## config.mk

```make
export PLATFORM = sky130hd
export DESIGN_NAME = pipeline_ctrl_flat
export DESIGN_NICKNAME = d
export VERILOG_FILES = /design/src/rtl/pipeline_ctrl_pkg.sv /design/src/rtl/pipeline_ctrl_if.sv /design/src/rtl/pipeline_ctrl_sat_counter.sv /design/src/rtl/pipeline_ctrl.sv /design/src/flat_wrapper.sv
export SDC_FILE = /design/constraint.sdc
export NUM_CORES = 1
export LEC_CHECK = 0
export BUFFER_PORTS_ARGS = -buffer_cell sky130_fd_sc_hd__buf_2
export CORE_UTILIZATION = 48
export CTS_CLUSTER_DIAMETER = 120
export DETAILED_ROUTE_END_ITERATION = 16
export GPL_TIMING_DRIVEN = 0
export PLACE_DENSITY = 0.75
export SYNTH_ARGS = -nofsm -noshare
export SYNTH_HDL_FRONTEND = slang
export SYNTH_SLANG_ARGS = --single-unit
```

## constraint.sdc

```tcl
create_clock -name clk -period 2.8 [get_ports clk]
set_clock_uncertainty 0.2 [all_clocks]
set_input_delay 0.28 -clock clk [delete_from_list [all_inputs] [get_ports clk]]
set_output_delay 0.28 -clock clk [all_outputs]
set_load 0.005 [all_outputs]
```

## src/rtl/pipeline_ctrl_pkg.sv

```systemverilog
// rtl/pipeline_ctrl_pkg.sv - shared types for the pipeline stall/flush controller
package pipeline_ctrl_pkg;

  typedef enum logic [1:0] {
    RUN    = 2'd0,
    FLUSH  = 2'd1,
    HALTED = 2'd2
  } ctrl_state_t;

  typedef struct packed {
    logic if_en;
    logic id_en;
    logic ex_en;
    logic mem_en;
    logic wb_en;
  } stage_en_t;

  localparam stage_en_t STAGE_ALL  = '{1'b1, 1'b1, 1'b1, 1'b1, 1'b1};
  localparam stage_en_t STAGE_NONE = '{1'b0, 1'b0, 1'b0, 1'b0, 1'b0};

endpackage

```

## src/rtl/pipeline_ctrl_if.sv

```systemverilog
// rtl/pipeline_ctrl_if.sv - request inputs and stage control outputs of pipeline_ctrl
interface pipeline_ctrl_if #(
  parameter int CNT_W = 32
);
  logic             hz_stall;
  logic             hz_flush_ex;
  logic             mem_busy;
  logic             fetch_busy;
  logic             br_taken;
  logic             halt_wb;
  logic             if_en;
  logic             id_en;
  logic             ex_en;
  logic             mem_en;
  logic             wb_en;
  logic             flush_id;
  logic             flush_ex;
  logic             redirect;
  logic             halted;
  logic [CNT_W-1:0] stall_cnt;
  logic [CNT_W-1:0] flush_cnt;

  modport master (
    output hz_stall, hz_flush_ex, mem_busy, fetch_busy, br_taken, halt_wb,
    input  if_en, id_en, ex_en, mem_en, wb_en, flush_id, flush_ex, redirect, halted,
    input  stall_cnt, flush_cnt
  );

  modport slave (
    input  hz_stall, hz_flush_ex, mem_busy, fetch_busy, br_taken, halt_wb,
    output if_en, id_en, ex_en, mem_en, wb_en, flush_id, flush_ex, redirect, halted,
    output stall_cnt, flush_cnt
  );
endinterface

```

## src/rtl/pipeline_ctrl_sat_counter.sv

```systemverilog
// rtl/pipeline_ctrl_sat_counter.sv - saturating event counter with synchronous clear
module pipeline_ctrl_sat_counter #(
  parameter int CNT_W = 32
) (
  input  logic             clk,
  input  logic             clr,
  input  logic             inc,
  output logic [CNT_W-1:0] cnt
);
  logic [CNT_W-1:0] r_cnt;

  always_ff @(posedge clk) begin
    if (clr) begin
      r_cnt <= '0;
    end else if (inc && (r_cnt != '1)) begin
      r_cnt <= r_cnt + CNT_W'(1);
    end
  end

  assign cnt = r_cnt;
endmodule

```

## src/rtl/pipeline_ctrl.sv

```systemverilog
// rtl/pipeline_ctrl.sv - stage advance enables, bubble/flush strobes and redirect sequencing
module pipeline_ctrl
  import pipeline_ctrl_pkg::*;
#(
  parameter int FLUSH_CYCLES = 2,
  parameter int CNT_W        = 32
) (
  input  logic           clk,
  input  logic           rst,
  pipeline_ctrl_if.slave bus
);
  localparam int FW = (FLUSH_CYCLES > 1) ? $clog2(FLUSH_CYCLES) : 1;

  ctrl_state_t r_state;
  logic [FW-1:0] r_fcnt;
  logic          r_br_pend;

  stage_en_t w_en;
  logic      w_flush_id;
  logic      w_flush_ex;
  logic      w_redirect;
  logic      w_halted;
  logic      w_br_req;
  logic      w_stall_inc;

  assign w_br_req = bus.br_taken | r_br_pend;

  always_comb begin
    w_en       = STAGE_NONE;
    w_flush_id = 1'b0;
    w_flush_ex = 1'b0;
    w_redirect = 1'b0;
    w_halted   = 1'b0;
    if (rst) begin
      w_flush_id = 1'b1;
      w_flush_ex = 1'b1;
    end else if (r_state == HALTED) begin
      w_halted = 1'b1;
    end else if (bus.mem_busy) begin
      w_en = STAGE_NONE;
    end else if (w_br_req) begin
      // Younger ops behind the branch are dead, so a concurrent load-use stall is moot.
      w_en       = STAGE_ALL;
      w_redirect = 1'b1;
      w_flush_id = 1'b1;
    end else if (bus.hz_stall) begin
      w_en       = '{1'b0, 1'b0, 1'b1, 1'b1, 1'b1};
      w_flush_ex = bus.hz_flush_ex;
    end else if (bus.fetch_busy || (r_state == FLUSH)) begin
      w_en       = STAGE_ALL;
      w_flush_id = 1'b1;
    end else begin
      w_en = STAGE_ALL;
    end
  end

  always_ff @(posedge clk) begin
    if (rst) begin
      r_state   <= RUN;
      r_fcnt    <= '0;
      r_br_pend <= 1'b0;
    end else if (r_state != HALTED) begin
      if (bus.mem_busy) begin
        if (bus.br_taken) r_br_pend <= 1'b1;
      end else if (bus.halt_wb) begin
        r_state   <= HALTED;
        r_br_pend <= 1'b0;
      end else if (w_br_req) begin
        r_state   <= FLUSH;
        r_fcnt    <= FW'(FLUSH_CYCLES - 1);
        r_br_pend <= 1'b0;
      end else if (r_state == FLUSH) begin
        if (r_fcnt == '0) r_state <= RUN;
        else              r_fcnt  <= r_fcnt - FW'(1);
      end
    end
  end

  assign w_stall_inc = !rst && (r_state != HALTED) && !w_en.id_en;

  pipeline_ctrl_sat_counter #(.CNT_W(CNT_W)) u_stall_cnt (
    .clk (clk),
    .clr (rst),
    .inc (w_stall_inc),
    .cnt (bus.stall_cnt)
  );

  pipeline_ctrl_sat_counter #(.CNT_W(CNT_W)) u_flush_cnt (
    .clk (clk),
    .clr (rst),
    .inc (w_redirect),
    .cnt (bus.flush_cnt)
  );

  assign bus.if_en    = w_en.if_en;
  assign bus.id_en    = w_en.id_en;
  assign bus.ex_en    = w_en.ex_en;
  assign bus.mem_en   = w_en.mem_en;
  assign bus.wb_en    = w_en.wb_en;
  assign bus.flush_id = w_flush_id;
  assign bus.flush_ex = w_flush_ex;
  assign bus.redirect = w_redirect;
  assign bus.halted   = w_halted;
endmodule
```

## src/flat_wrapper.sv

```systemverilog
// flat-port wrapper written by rule: the top's interface ports become plain ports
module pipeline_ctrl_flat import pipeline_ctrl_pkg::*;
#(
  parameter int FLUSH_CYCLES = 2,
  parameter int CNT_W        = 32
)
  (clk, rst, bus_hz_stall, bus_hz_flush_ex, bus_mem_busy, bus_fetch_busy, bus_br_taken, bus_halt_wb, bus_if_en, bus_id_en, bus_ex_en, bus_mem_en, bus_wb_en, bus_flush_id, bus_flush_ex, bus_redirect, bus_halted, bus_stall_cnt, bus_flush_cnt);
  pipeline_ctrl_if #(.CNT_W(CNT_W)) bus_i ();
  input  logic clk;
  input  logic rst;
  input wire logic [$bits(bus_i.hz_stall)-1:0] bus_hz_stall;
  input wire logic [$bits(bus_i.hz_flush_ex)-1:0] bus_hz_flush_ex;
  input wire logic [$bits(bus_i.mem_busy)-1:0] bus_mem_busy;
  input wire logic [$bits(bus_i.fetch_busy)-1:0] bus_fetch_busy;
  input wire logic [$bits(bus_i.br_taken)-1:0] bus_br_taken;
  input wire logic [$bits(bus_i.halt_wb)-1:0] bus_halt_wb;
  output wire logic [$bits(bus_i.if_en)-1:0] bus_if_en;
  output wire logic [$bits(bus_i.id_en)-1:0] bus_id_en;
  output wire logic [$bits(bus_i.ex_en)-1:0] bus_ex_en;
  output wire logic [$bits(bus_i.mem_en)-1:0] bus_mem_en;
  output wire logic [$bits(bus_i.wb_en)-1:0] bus_wb_en;
  output wire logic [$bits(bus_i.flush_id)-1:0] bus_flush_id;
  output wire logic [$bits(bus_i.flush_ex)-1:0] bus_flush_ex;
  output wire logic [$bits(bus_i.redirect)-1:0] bus_redirect;
  output wire logic [$bits(bus_i.halted)-1:0] bus_halted;
  output wire logic [$bits(bus_i.stall_cnt)-1:0] bus_stall_cnt;
  output wire logic [$bits(bus_i.flush_cnt)-1:0] bus_flush_cnt;
  assign bus_i.hz_stall = bus_hz_stall;
  assign bus_i.hz_flush_ex = bus_hz_flush_ex;
  assign bus_i.mem_busy = bus_mem_busy;
  assign bus_i.fetch_busy = bus_fetch_busy;
  assign bus_i.br_taken = bus_br_taken;
  assign bus_i.halt_wb = bus_halt_wb;
  assign bus_if_en = bus_i.if_en;
  assign bus_id_en = bus_i.id_en;
  assign bus_ex_en = bus_i.ex_en;
  assign bus_mem_en = bus_i.mem_en;
  assign bus_wb_en = bus_i.wb_en;
  assign bus_flush_id = bus_i.flush_id;
  assign bus_flush_ex = bus_i.flush_ex;
  assign bus_redirect = bus_i.redirect;
  assign bus_halted = bus_i.halted;
  assign bus_stall_cnt = bus_i.stall_cnt;
  assign bus_flush_cnt = bus_i.flush_cnt;
  pipeline_ctrl #(.FLUSH_CYCLES(FLUSH_CYCLES), .CNT_W(CNT_W)) u_core (.clk(clk), .rst(rst), .bus(bus_i));
endmodule
```

# Word level (Yosys, flattened, before mapping)
# Index checks and enable logic that the tools add are counted.
# W data, S select, Z words.
# word_totals
register_bits	68
input_bits	8
out_inout_bits	73
wordCells	64
# op_classes
addsub	3
eq_ne	7
muxes	33
n_bitwise	3
reduce_logical	13
# ops
cell	n
$add A32 B1 Y32 const B	2
$ne A32 B32 Y1 const B	2
$mux W5	5
$mux W1	24
$mux W2	4
$reduce_and A4 Y1	2
$reduce_bool A3 Y1	2
$logic_and A1 B1 Y1	4
$ne A3 B3 Y1 const B	1
$reduce_and A3 Y1	1
$eq A2 B1 Y1 const B	1
$eq A2 B2 Y1 const B	1
$logic_not A1 Y1	2
$ne A2 B1 Y1 const B	1
$ne A2 B2 Y1 const B	1
$not A1 Y1	2
$reduce_bool A2 Y1	1
$logic_or A1 B1 Y1	1
$or A1 B1 Y1	1
$sub A1 B1 Y1 const B	1

# Depth between registers and ports, before layout
# depth
ltp_word	8
mapped_depth	8
depth_no_buf	6

# Cells and area by module
# Synthesis repeated with hierarchy kept, for this count alone.
# unflattened
cells_unflattened	433
area_unflattened_um2	3633.5
# by_module_without_submodules
module	n_inst	cells_each	area_per_inst_um2	seq_area_each_um2
pipeline_ctrl_sat_counter	2	199	1674.1	640.6
pipeline_ctrl	1	35	285.3	80.1

# Worst setup path after synthesis
# OpenSTA, ideal clock, no wires.
# synth_path
kind	register -> register
startpoint	reg u_core.u_stall_cnt.r_cnt[11], in the netlist u_core.u_stall_cnt.cnt[11]
endpoint	reg u_core.u_stall_cnt.r_cnt[30], in the netlist u_core.u_stall_cnt.cnt[30]
setup_time_ps	70
arrival_ps	2401
t_required_ps	2530
path_slack_ps	129
stages_incl_launch_ff	7
path_buffers	1
period_less_slack_ps	2671
cell_sequence	dfxtp_1 nand4_2 or4_4 or4b_1 clkbuf_2 or4_1 a21oi_1
# synth_between
elab_chain_cells	2
word_cells_on_any_way	3
classes_between	add/sub (1); eq/ne (1); reduce/logical (1)
# synth_lines
element	line	rtl
from (decl)	pipeline_ctrl_sat_counter.sv:10	logic [CNT_W-1:0] r_cnt;
from (signal assigned)	pipeline_ctrl_sat_counter.sv:16	r_cnt <= r_cnt + CNT_W'(1);
branches (longest 2 deep; another with $add A32 B1 Y32)	-	
# Several ways; the timed one is not identified.
# A chain may end at the register's enable or synchronous reset.

# Worst setup path in the final report
# layout_path
startpoint	reg u_core.u_stall_cnt.r_cnt[1], in the netlist u_core.u_stall_cnt.cnt[1]
endpoint	reg u_core.u_stall_cnt.r_cnt[30], in the netlist u_core.u_stall_cnt.cnt[30]
# Same word-level chain as after synthesis.

==> results.toml <==
[floorplanning]
die_area_um2 = 7510
start_util = 0.501
io-pin-count = 81
core_um2 = 6870
num_rows = 30
die_w_um = 86.6
die_h_um = 86.6

[worst_setup_path]
crit_arrival_ns = 2.76
cp-end-kind = "flip-flop"
startpoint_type = "flip-flop"
endpoint = "u_core.u_stall_cnt.cnt[30]$_SDFFE_PP0P_"
path_class = "flip-flop to flip-flop"
cp_max_fo = 8
reg2reg_to = "u_core.u_stall_cnt.cnt[30]$_SDFFE_PP0P_"
rr_worst_depth = 7
reg2reg_from = "u_core.u_stall_cnt.cnt[1]$_SDFFE_PP0P_"
ff2ff_setup_slack_ns = 0.13
startpoint = "u_core.u_stall_cnt.cnt[1]$_SDFFE_PP0P_"
critPathRequiredTime_ns = 2.88

[logic_synthesis]
synth_enable_flop_cells = 0
synth.largest_area_cell = "dfxtp_1"
synth-seq-area-share = 0.396
yosysUniqueCellTypes = 44
yosys_register_bits = 68
syn_area_per_cell_um2 = 8.00
synth_top_area_frac = 0.396
synthTopCellsByArea = "dfxtp_1 40%, a21oi_1 8.2%, or3_1 5.8%"
synth_area_um2 = 3440
synth.net_count = 440
synth-main-ff-cell = "dfxtp_1"
netlist_instances = 430
yosys_warnings = 0
synthArstFlopShare = 0

[detailed_routing]
drt_iter0_drc = 201
route.detailed.wl_per_inst_um = 14.8
drc = 0
vias = 3688
viasPerCell = 5.84
ant_nets = 0
routed_wl_um = 9360
drtPass1Iterations = 4

[finish]
syn_to_final_growth_pct = 26.3
final_core_util = 0.632
diodes = 0
layout-drive-gt1-share = 0.284
nets = 540

[timing]
setup_viol_count_final = 0
period_share = 0.955
worst_pin_slew_ns = 0.926
max_slew_margin = 0.373
hold_viol_final = 0
fmax_mhz = 374
rsz0062_at_grt = "yes"
tns_ns = 0
period_minus_slack_ns = 2.67
slew_violations = 0

[clock_network]
cts_tree = "built"
clock-sinks = 68
cts.clk_slew.worst_paths_ns = 0.08
clockRootBuffer = "clkbuf_8"
clock_path_buffers = 2
clk_latency_ns = 0.35
cts_buffers = 9
hold_buffers = 0
htree_levels = 3

[grt]
grt_pass1_wl_um = 14800
grt_antenna_before_repair = 0
grt_max_degree = 13
grt_pass1_vias = 3266
globalRouteTotalUtil = 0.250
grt_overflow = 0

[placed_design]
dp_hpwl_um = 6480
gp_congestion = 0.837
numPortBuffers = 80

[power_and_ir_drop]
power_density_nw_per_um2 = 422
power.leakage_uw = 0.00158
peakVddDrop_mv = 0.224

[hold_path]
whs_path_depth = 3
hold_path.class = "input pin to flip-flop"

[status]
outcome = "completed"

[flow_run]
drv_cap = 0
==> synthesized netlist by cell type, types with 6 or more instances <==
master,n
inv_1,12
nand2_1,30
clkbuf_1,9
or3_1,32
a21oi_1,56
nand3_1,19
nor4_1,8
o31ai_1,18
nor2b_1,6
or4_1,18
nor3_1,11
dfxtp_1,68
o21ai_0,34
nor2_1,30
nand4_1,20
==> layout make-up <==
cell class | count | area [µm²]
sequential | 68 | 1390
fill | 616 | 2520
timing repair buffer | 90 | 475
clock buffer | 10 | 138
tap | 96 | 120
clock inverter | 6 | 40.0
buffer | 18 | 98.8
inverter | 12 | 45.0
multi-input combinational | 331 | 2040
==> repair_timing <==
action / 4_1_cts / 5_1_grt
hold endpoints to repair: 0 / 0
setup buffers: 3 / 7
endpoints found under the setup margin: 36 / 36
pin swaps: 3 / 6
gates resized for setup: 14 / 28
==> metal layers <==
| layer | vias up | track usage | routed length [µm] | part of all wire |
|---|---|---|---|---|
| met5 | - | 0 | 0 | 0 |
| met4 | 0 | 0.106 | 163 | 0.017 |
| met3 | 16 | 0.0410 | 492 | 0.053 |
| met2 | 115 | 0.412 | 4360 | 0.47 |
| met1 | 1736 | 0.325 | 4350 | 0.46 |
| li1 | 1821 | - | - | - |
==> worst min path at each step <==
| stage | from | endpoint | slack [ns] |
|---|---|---|---|
| after floorplan | bus_halt_wb | u_core.r_state[1]$_SDFFE_PP0P_ | 0.22 |
| after global placement | u_core.r_fcnt$_SDFFE_PP0P_ | u_core.r_fcnt$_SDFFE_PP0P_ | 0.27 |
| after detailed placement | u_core.u_stall_cnt.cnt[23]$_SDFFE_PP0P_ | u_core.u_stall_cnt.cnt[23]$_SDFFE_PP0P_ | 0.29 |
| after CTS | bus_br_taken | u_core.r_br_pend$_SDFFE_PP0P_ | 0.05 |
| after global routing | bus_halt_wb | u_core.r_state[1]$_SDFFE_PP0P_ | 0.06 |
| final | bus_br_taken | u_core.r_br_pend$_SDFFE_PP0P_ | 0.05 |
==> power by group <==
| group | total [µW] | switching, µW | internal, µW |
|---|---|---|---|
| Clock | 735 | 393 | 342 |
| Combinational | 122 | 74.9 | 46.7 |
| Sequential | 978 | 8.84 | 969 |
| Total | 1830 | 477 | 1360 |
==> layout by cell type (no fill, tap or decap), types with 3 or more instances in the layout <==
cell	instances
a21oi_1	56
or2_2	4
dfxtp_4	6
nand3_1	17
dfxtp_1	56
nor4_1	7
nor3_1	8
and4_1	5
clkbuf_2	3
or4_1	17
clkinvlp_4	4
nor3_2	3
and2_1	3
clkbuf_8	10
nor2b_1	6
o21ai_0	34
nand4_1	20
o31ai_1	17
or3_1	32
nand2_1	30
inv_1	12
buf_4	15
dfxtp_2	6
mux2_2	4
xor2_1	5
buf_2	81
and3_1	4
nor2_1	30
clkbuf_1	7
==> critical path, cell delays in order (launching register included) <==
cell and delay [ns]:
dfxtp_4 0.37, ha_4 0.16, nand3_4 0.08, or4_4 0.56
or4b_4 0.50, buf_6 0.15, or4_1 0.46, a21oi_1 0.12
==> through the flow <==
stage          cells  hold slack (ns)  area (µm²)  power [µW]  worst slack [ns]
2_1_floorplan    430            0.223        3440        1070             0.129
3_3_place_gp     606            0.275        3960        1110            -0.519
3_5_place_dp     606            0.289        3960        1110            -0.589
4_1_cts          625           0.0462        4220        1830          0.000687
5_1_grt          631           0.0609        4340        1900           -0.0542
6_report         631           0.0515        4340        1830             0.126
==> state kept, by name, summed over array words and instances, names as in the netlist <==
register and cells:
u_core.r_br_pend 1, u_core.r_state 2, u_core.u_stall_cnt.cnt 32, u_core.r_fcnt 1, u_core.u_flush_cnt.cnt 32
==> cell families after synthesis <==
kind of cell	synth area share
AND/OR/NAND/NOR	0.328
buffers and inverters	0.0404
AO/OA/AOI/OAI	0.192
flip-flops	0.396
multiplexers	0.0189
adder cells (fa/ha/maj)	0.00728
XOR/XNOR	0.0178
No activity file was read; power rests on OpenSTA's default activity.
